==> config.mk <==
export PLATFORM = sky130hd
export DESIGN_NAME = apb_master_bridge
export DESIGN_NICKNAME = d
export VERILOG_FILES = /design/src/rtl/apb_master_bridge.sv
export SDC_FILE = /design/constraint.sdc
export NUM_CORES = 1
export LEC_CHECK = 0
export CAP_MARGIN = 5
export CORE_ASPECT_RATIO = 0.5
export CORE_UTILIZATION = 40
export CTS_CLUSTER_DIAMETER = 30
export DETAILED_ROUTE_END_ITERATION = 12
export PLACE_DENSITY_LB_ADDON = 0.1
export SETUP_SLACK_MARGIN = 0.3
export SLEW_MARGIN = 30
export SYNTH_ARGS = -nofsm -noshare
export SYNTH_HDL_FRONTEND = slang
export SYNTH_SLANG_ARGS = --single-unit
export TNS_END_PERCENT = 10
==> constraint.sdc <==
create_clock -name PCLK -period 1.9 [get_ports PCLK]
set_input_delay 0.57 -clock PCLK [delete_from_list [all_inputs] [get_ports PCLK]]
set_output_delay 0.57 -clock PCLK [all_outputs]
set_load 0.01 [all_outputs]
==> src/rtl/apb_master_bridge.sv <==
// ---------------------------------------------------------------------------
// apb_master_bridge
//
// Purpose:
//   This block turns a simple valid/ready command port into APB transfers.
//   Each transfer has a SETUP phase and an ACCESS phase. When a transfer
//   finishes, the block returns exactly one response pulse. The response
//   carries the read data and the slave error flag.
//
// Ports:
//   PCLK, PRESETn       clock (rising edge) and asynchronous active-low reset
//   cmd_valid/ready     command handshake. cmd_ready is high only in IDLE.
//   cmd_write           1 = write, 0 = read
//   cmd_addr/wdata      transfer address and write data
//   rsp_valid           one-cycle response pulse
//   rsp_rdata           captured PRDATA (0 for writes and for timeouts)
//   rsp_err             captured PSLVERR, or set by a timeout
//   PSEL..PWDATA        APB requester outputs (all registered)
//   PRDATA/PREADY/
//   PSLVERR             APB completer inputs, sampled only in ACCESS
//
// Configuration:
//   APB_TIMEOUT_EN      If defined, a transfer that stalls for TIMEOUT_CYCLES
//                       ACCESS cycles is aborted with rsp_err=1. If not
//                       defined, ACCESS waits on PREADY with no limit.
// ---------------------------------------------------------------------------
module apb_master_bridge #(
  parameter int ADDR_WIDTH     = 8,
  parameter int DATA_WIDTH     = 8,
  parameter int TIMEOUT_CYCLES = 16
) (
  input  logic                  PCLK,
  input  logic                  PRESETn,
  input  logic                  cmd_valid,
  output logic                  cmd_ready,
  input  logic                  cmd_write,
  input  logic [ADDR_WIDTH-1:0] cmd_addr,
  input  logic [DATA_WIDTH-1:0] cmd_wdata,
  output logic                  rsp_valid,
  output logic [DATA_WIDTH-1:0] rsp_rdata,
  output logic                  rsp_err,
  output logic                  PSEL,
  output logic                  PENABLE,
  output logic                  PWRITE,
  output logic [ADDR_WIDTH-1:0] PADDR,
  output logic [DATA_WIDTH-1:0] PWDATA,
  input  logic [DATA_WIDTH-1:0] PRDATA,
  input  logic                  PREADY,
  input  logic                  PSLVERR
);

  localparam logic [1:0] ST_IDLE   = 2'd0;
  localparam logic [1:0] ST_SETUP  = 2'd1;
  localparam logic [1:0] ST_ACCESS = 2'd2;

  // Reject an out-of-range stall limit when the design is elaborated.
  if (TIMEOUT_CYCLES < 1 || TIMEOUT_CYCLES > 255) begin : g_bad_timeout
    $error("apb_master_bridge: TIMEOUT_CYCLES must be in 1..255");
  end

  logic [1:0]            state_q, state_d;
  logic                  psel_q, psel_d;
  logic                  penable_q, penable_d;
  logic                  pwrite_q, pwrite_d;
  logic [ADDR_WIDTH-1:0] paddr_q, paddr_d;
  logic [DATA_WIDTH-1:0] pwdata_q, pwdata_d;
  logic                  rsp_valid_q, rsp_valid_d;
  logic [DATA_WIDTH-1:0] rsp_rdata_q, rsp_rdata_d;
  logic                  rsp_err_q, rsp_err_d;

`ifdef APB_TIMEOUT_EN
  // The counter holds the number of stalled ACCESS cycles seen so far.
  // The abort happens in the ACCESS cycle that would make it reach the limit.
  localparam logic [7:0] TIMEOUT_LAST = 8'(TIMEOUT_CYCLES - 1);
  logic [7:0] tmo_cnt_q, tmo_cnt_d;
`endif

  // During reset, state_q already reads as IDLE.
  // Gating with PRESETn keeps cmd_ready low while reset is asserted.
  assign cmd_ready = (state_q == ST_IDLE) && PRESETn;

  assign PSEL      = psel_q;
  assign PENABLE   = penable_q;
  assign PWRITE    = pwrite_q;
  assign PADDR     = paddr_q;
  assign PWDATA    = pwdata_q;
  assign rsp_valid = rsp_valid_q;
  assign rsp_rdata = rsp_rdata_q;
  assign rsp_err   = rsp_err_q;

  always_comb begin
    state_d     = state_q;
    psel_d      = psel_q;
    penable_d   = penable_q;
    pwrite_d    = pwrite_q;
    paddr_d     = paddr_q;
    pwdata_d    = pwdata_q;
    rsp_valid_d = 1'b0;
    rsp_rdata_d = rsp_rdata_q;
    rsp_err_d   = rsp_err_q;
`ifdef APB_TIMEOUT_EN
    tmo_cnt_d   = tmo_cnt_q;
`endif

    case (state_q)
      ST_IDLE: begin
        psel_d    = 1'b0;
        penable_d = 1'b0;
        // A command is accepted only in IDLE.
        // The address, direction and write data then stay on the bus
        // unchanged until the next command is accepted.
        if (cmd_valid) begin
          pwrite_d = cmd_write;
          paddr_d  = cmd_addr;
          pwdata_d = cmd_wdata;
          psel_d   = 1'b1;
          state_d  = ST_SETUP;
        end
      end

      ST_SETUP: begin
        penable_d = 1'b1;
        state_d   = ST_ACCESS;
`ifdef APB_TIMEOUT_EN
        tmo_cnt_d = 8'd0;
`endif
      end

      ST_ACCESS: begin
        // If PREADY arrives in the same cycle as the stall limit,
        // the transfer completes normally.
        if (PREADY) begin
          rsp_valid_d = 1'b1;
          rsp_rdata_d = pwrite_q ? '0 : PRDATA;
          rsp_err_d   = PSLVERR;
          psel_d      = 1'b0;
          penable_d   = 1'b0;
          state_d     = ST_IDLE;
        end
`ifdef APB_TIMEOUT_EN
        else if (tmo_cnt_q == TIMEOUT_LAST) begin
          rsp_valid_d = 1'b1;
          rsp_rdata_d = '0;
          rsp_err_d   = 1'b1;
          psel_d      = 1'b0;
          penable_d   = 1'b0;
          state_d     = ST_IDLE;
        end else begin
          tmo_cnt_d = tmo_cnt_q + 8'd1;
        end
`endif
      end

      default: begin
        psel_d    = 1'b0;
        penable_d = 1'b0;
        state_d   = ST_IDLE;
      end
    endcase
  end

  // Reset drops PSEL/PENABLE at once and throws away any transfer in flight.
  always_ff @(posedge PCLK or negedge PRESETn) begin
    if (!PRESETn) begin
      state_q     <= ST_IDLE;
      psel_q      <= 1'b0;
      penable_q   <= 1'b0;
      pwrite_q    <= 1'b0;
      paddr_q     <= '0;
      pwdata_q    <= '0;
      rsp_valid_q <= 1'b0;
      rsp_rdata_q <= '0;
      rsp_err_q   <= 1'b0;
`ifdef APB_TIMEOUT_EN
      tmo_cnt_q   <= 8'd0;
`endif
    end else begin
      state_q     <= state_d;
      psel_q      <= psel_d;
      penable_q   <= penable_d;
      pwrite_q    <= pwrite_d;
      paddr_q     <= paddr_d;
      pwdata_q    <= pwdata_d;
      rsp_valid_q <= rsp_valid_d;
      rsp_rdata_q <= rsp_rdata_d;
      rsp_err_q   <= rsp_err_d;
`ifdef APB_TIMEOUT_EN
      tmo_cnt_q   <= tmo_cnt_d;
`endif
    end
  end

endmodule

### Word level (Yosys, flattened, before mapping)

Index checks and enable logic that the tools add are counted.

| word-level totals | value |
|---|---|
| output and inout bits | 30 |
| input port bits | 30 |
| bits in registers | 31 |
| word-level logic and storage cells | 30 |

| cells by class | value |
|---|---|
| mux-type cells | 10 |
| equality and inequality tests | 4 |
| bitwise logic cells | 1 |
| reduce and logical (&&, ||, !) cells | 6 |

Operators by type and width:

| cell | count |
|---|---|
| $mux 8 | 1 |
| $reduce_and 2->1 | 4 |
| $pmux 2 s3 | 1 |
| $mux 1 | 4 |
| $mux 2 | 2 |
| $ne 2x2->1 const B | 2 |
| $pmux 1 s3 | 1 |
| $eq 2x1->1 const B | 1 |
| $eq 2x2->1 const B | 1 |
| $logic_not 2->1 | 1 |
| $pmux 1 s2 | 1 |
| $logic_and 1x1->1 | 1 |
| $not 1->1 | 1 |

### Depth between registers and ports, before layout

| logic depth | value |
|---|---|
| depth after elaboration | 3 |
| mapped depth | 5 |
| depth with buffers taken out | 2 |

### Least setup slack after synthesis

Ideal clock, no wire load.

| path | value |
|---|---|
| path type | input port to output port |
| start | input port PRESETn |
| end | output port cmd_ready |
| data arrival time | 0.876 ns |
| data required time | 1.330 ns |
| buffers on the path | 0 |
| cell stages on the path | 1 |
| slack | 0.454 ns |
| cell sequence | nor3b_1 |

| on the way | value |
|---|---|
| cells in the longest elaborated chain, start to end | 1 |

RTL lines:

| item | line | RTL |
|---|---|---|
| start: declaration | 33 | `input logic PRESETn,` |
| $logic_and 1x1->1 | 80 | `assign cmd_ready = (state_q == ST_IDLE) && PRESETn;` |
| end: declaration | 35 | `output logic cmd_ready,` |

Every way passes these cells.

### Worst setup path in the final report

| path | value |
|---|---|
| start | register paddr_q[3] (netlist: PADDR[3]) |
| end | output port PADDR[3] |

RTL lines:

| item | line | RTL |
|---|---|---|
| start: declaration | 65 | `logic [ADDR_WIDTH-1:0] paddr_q, paddr_d;` |
| start signal: assignment | 182 | `paddr_q <= paddr_d;` |
| end: declaration | 45 | `output logic [ADDR_WIDTH-1:0] PADDR,` |

No word-level cell between the ends.

==> run summary <==
worst-path cell chain -> clkdlybuf4s50_1
total gr overflow -> 0
Hold WC Path Type -> input port to async pin
reg2reg start -> state_q[1]
critical path required time -> 1.33 ns
Worst Path Arrival -> 1.16 ns
clock buffer depth -> 2
syn nets -> 108
top cell type's share of synthesized area -> 59.7%
Post-DP Area -> 0.00196 mm2
share of layout cells above drive strength 1 -> 30.6%
clk root buf -> clkbuf_8
r2r endpoint -> PADDR[7]
clk_skew -> 0.00244 ns
DRT Pass-1 Iters -> 2
n_diodes -> 0
DR iter-0 viols -> 10
H-Tree Depth -> 2
TritonCTS clock tree -> done
Post-DP HPWL -> 1.74 mm
DRT antenna net count -> 0
fin nets -> 177
Clock Sinks -> 31
Final setup viols -> 0
die footprint -> 0.00349 mm2
Ys Warns -> 0
CP max stage delay -> 0.54 ns
most frequent cells in the layout -> 50 x clkdlybuf4s50_1, 31 x dfrtp_1, 13 x mux2_4, 13 x mux2_2, 8 x nor2b_1
RSZ-0062 raised after global routing -> yes
Synth Instances -> 78
Rel. slew slack -> 73.1%
Top Family by Delay on Critical Path -> buffers and inverters
vias post-DR -> 861
# DRC -> 0
Die Y-Extent -> 42.3 um
# IOs -> 60
Final period util -> 91.2%
most common cell after layout, fill and taps aside -> clkdlybuf4s50_1
cell accounting for the most synthesized area -> dfrtp_1
maxcap violations -> 0
Initial Util -> 42.6%
worst slew pin tran -> 0.402 ns
Synth Cell Area -> 0.00130 mm2
final WL -> 2.45 mm
status -> complete, no violations
first-pass GRT wire length -> 3.88 mm
Pwr Density -> 1530 mW/mm2
FMAX -> 577 MHz
site row count -> 14
total CTS buffers -> 5
Core Box Area -> 0.00305 mm2
r2r setup slk -> 0.49 ns
Slew Viols, Final -> 0
area added between synthesis and finish -> 57.8%
Synth area leaders -> dfrtp_1 60%, mux2_4 15%, mux2_2 11%, nor2b_1 3.9%, buf_6 2.6%
vias per cell -> 4.60
post-route cell area -> 0.00205 mm2
type of the worst setup path -> flip-flop to output pin
Setup WS post-layout -> 0.167 ns
pre-CTS setup slack -> -0.468 ns
GRT Util Overall -> 15.5%
# port buffers -> 59
largest net degree at the start of global routing -> 32
Yosys reg bits -> 31
distinct cell type count after synthesis -> 14
Clk Latency, worst-skew pair -> 0.27 ns
CTS clock-pin slew for the worst setup and hold paths -> 0.06 ns
CP Capture Type -> output pin
wire length per cell -> 13.1 um
Leak -> 0.000941 uW
GPL Wtd Cong -> 0.726
CP Max Fanout -> 2
Worst setup SP type -> flip-flop
Seq/Total Area, Yosys -> 59.7%
Avg Synthesized Cell Area -> 16.7 um2
final count of hold timing violations -> 0
vias in the first global route -> 900
initial antenna violation count -> 0
post-route core utilization -> 67.2%
Post-CTS Setup Repair Bufs -> 0
Worst path slowest cell -> clkdlybuf4s50_1
minimum clock period after layout -> 1.73 ns
Worst Reg-to-Reg Cells -> 4
Die X -> 82.6 um
worst hold margin -> 0.456 ns
crit path buf inv count -> 1
Max VDD drop -> 0.790 mV
==> metrics by stage <==
stage	std cells	power (uW)	TNS (ns)
final	187	3140	0
after global routing	187	3340	0
after CTS	187	3200	0
after detailed placement	180	2700	-1.10
after global placement	180	2680	-1.32
after floorplan	78	1900	0
==> area by class of cell <==
type / instances / area, um2
Timing Repair Buffer: 66 / 656
Fill cell: 239 / 998
Tap cell: 40 / 50.0
Multi-Input combinational cell: 42 / 477
Sequential cell: 31 / 776
Inverter: 1 / 3.75
Clock buffer: 6 / 82.6
Clock inverter: 1 / 5.00
==> flip-flops by register name, indices dropped and copies added, names as in the netlist <==
register	flops
rsp_rdata	8
PSEL	1
PWRITE	1
PWDATA	8
rsp_valid	1
PADDR	8
state_q	2
PENABLE	1
rsp_err	1
==> logic make-up after synthesis <==
kind of cell | after synthesis | synth area share [%]
flops | 31 | 59.7
compound gates | 3 | 2.12
simple gates | 12 | 6.65
buf+inv | 5 | 4.43
mux | 27 | 27.1
==> how the worst max path moves through the flow <==
| stage | end | depth (start not counted) | slack, ns | startpoint |
|---|---|---|---|---|
| global route | rsp_rdata[4] | 1 | 0.12 | rsp_rdata[4] |
| detailed placement | cmd_ready | 3 | -0.47 | PRESETn |
| floorplan | cmd_ready | 1 | 0.45 | PRESETn |
| CTS | PADDR[3] | 1 | 0.15 | PADDR[3] |
| finish | PADDR[3] | 1 | 0.17 | PADDR[3] |
| global placement | cmd_ready | 3 | -0.49 | PRESETn |
==> metal layers <==
| metal | up-vias | global-route usage (%) | wire length [um] |
|---|---|---|---|
| li1 | 409 | - | - |
| met5 | - | 0 | 0 |
| met4 | 0 | 3.10 | 0 |
| met1 | 415 | 18.4 | 1080 |
| met3 | 0 | 6.74 | 233 |
| met2 | 37 | 26.3 | 1130 |
==> power breakdown <==
part / internal [uW] / total [uW] / switching (uW)
logic: 978 / 1500 / 524
registers: 978 / 1140 / 164
clock network: 283 / 493 / 210
==> Yosys cell counts <==
master,number
a22o_2,1
dfrtp_1,31
a21o_2,1
nor2b_1,8
inv_1,1
nor3b_2,1
mux2_2,13
nor3b_1,2
mux2i_1,1
buf_6,3
mux2_4,13
o2bb2ai_1,1
buf_12,1
and3b_1,1
==> timing repair <==
item                                    4_1_cts  5_1_grt
hold buffers                                  0        0
gates cloned                                  0        0
endpoints found under the setup margin       47       44
resized for setup                            10        4
No activity file was read; power rests on OpenSTA's default activity.
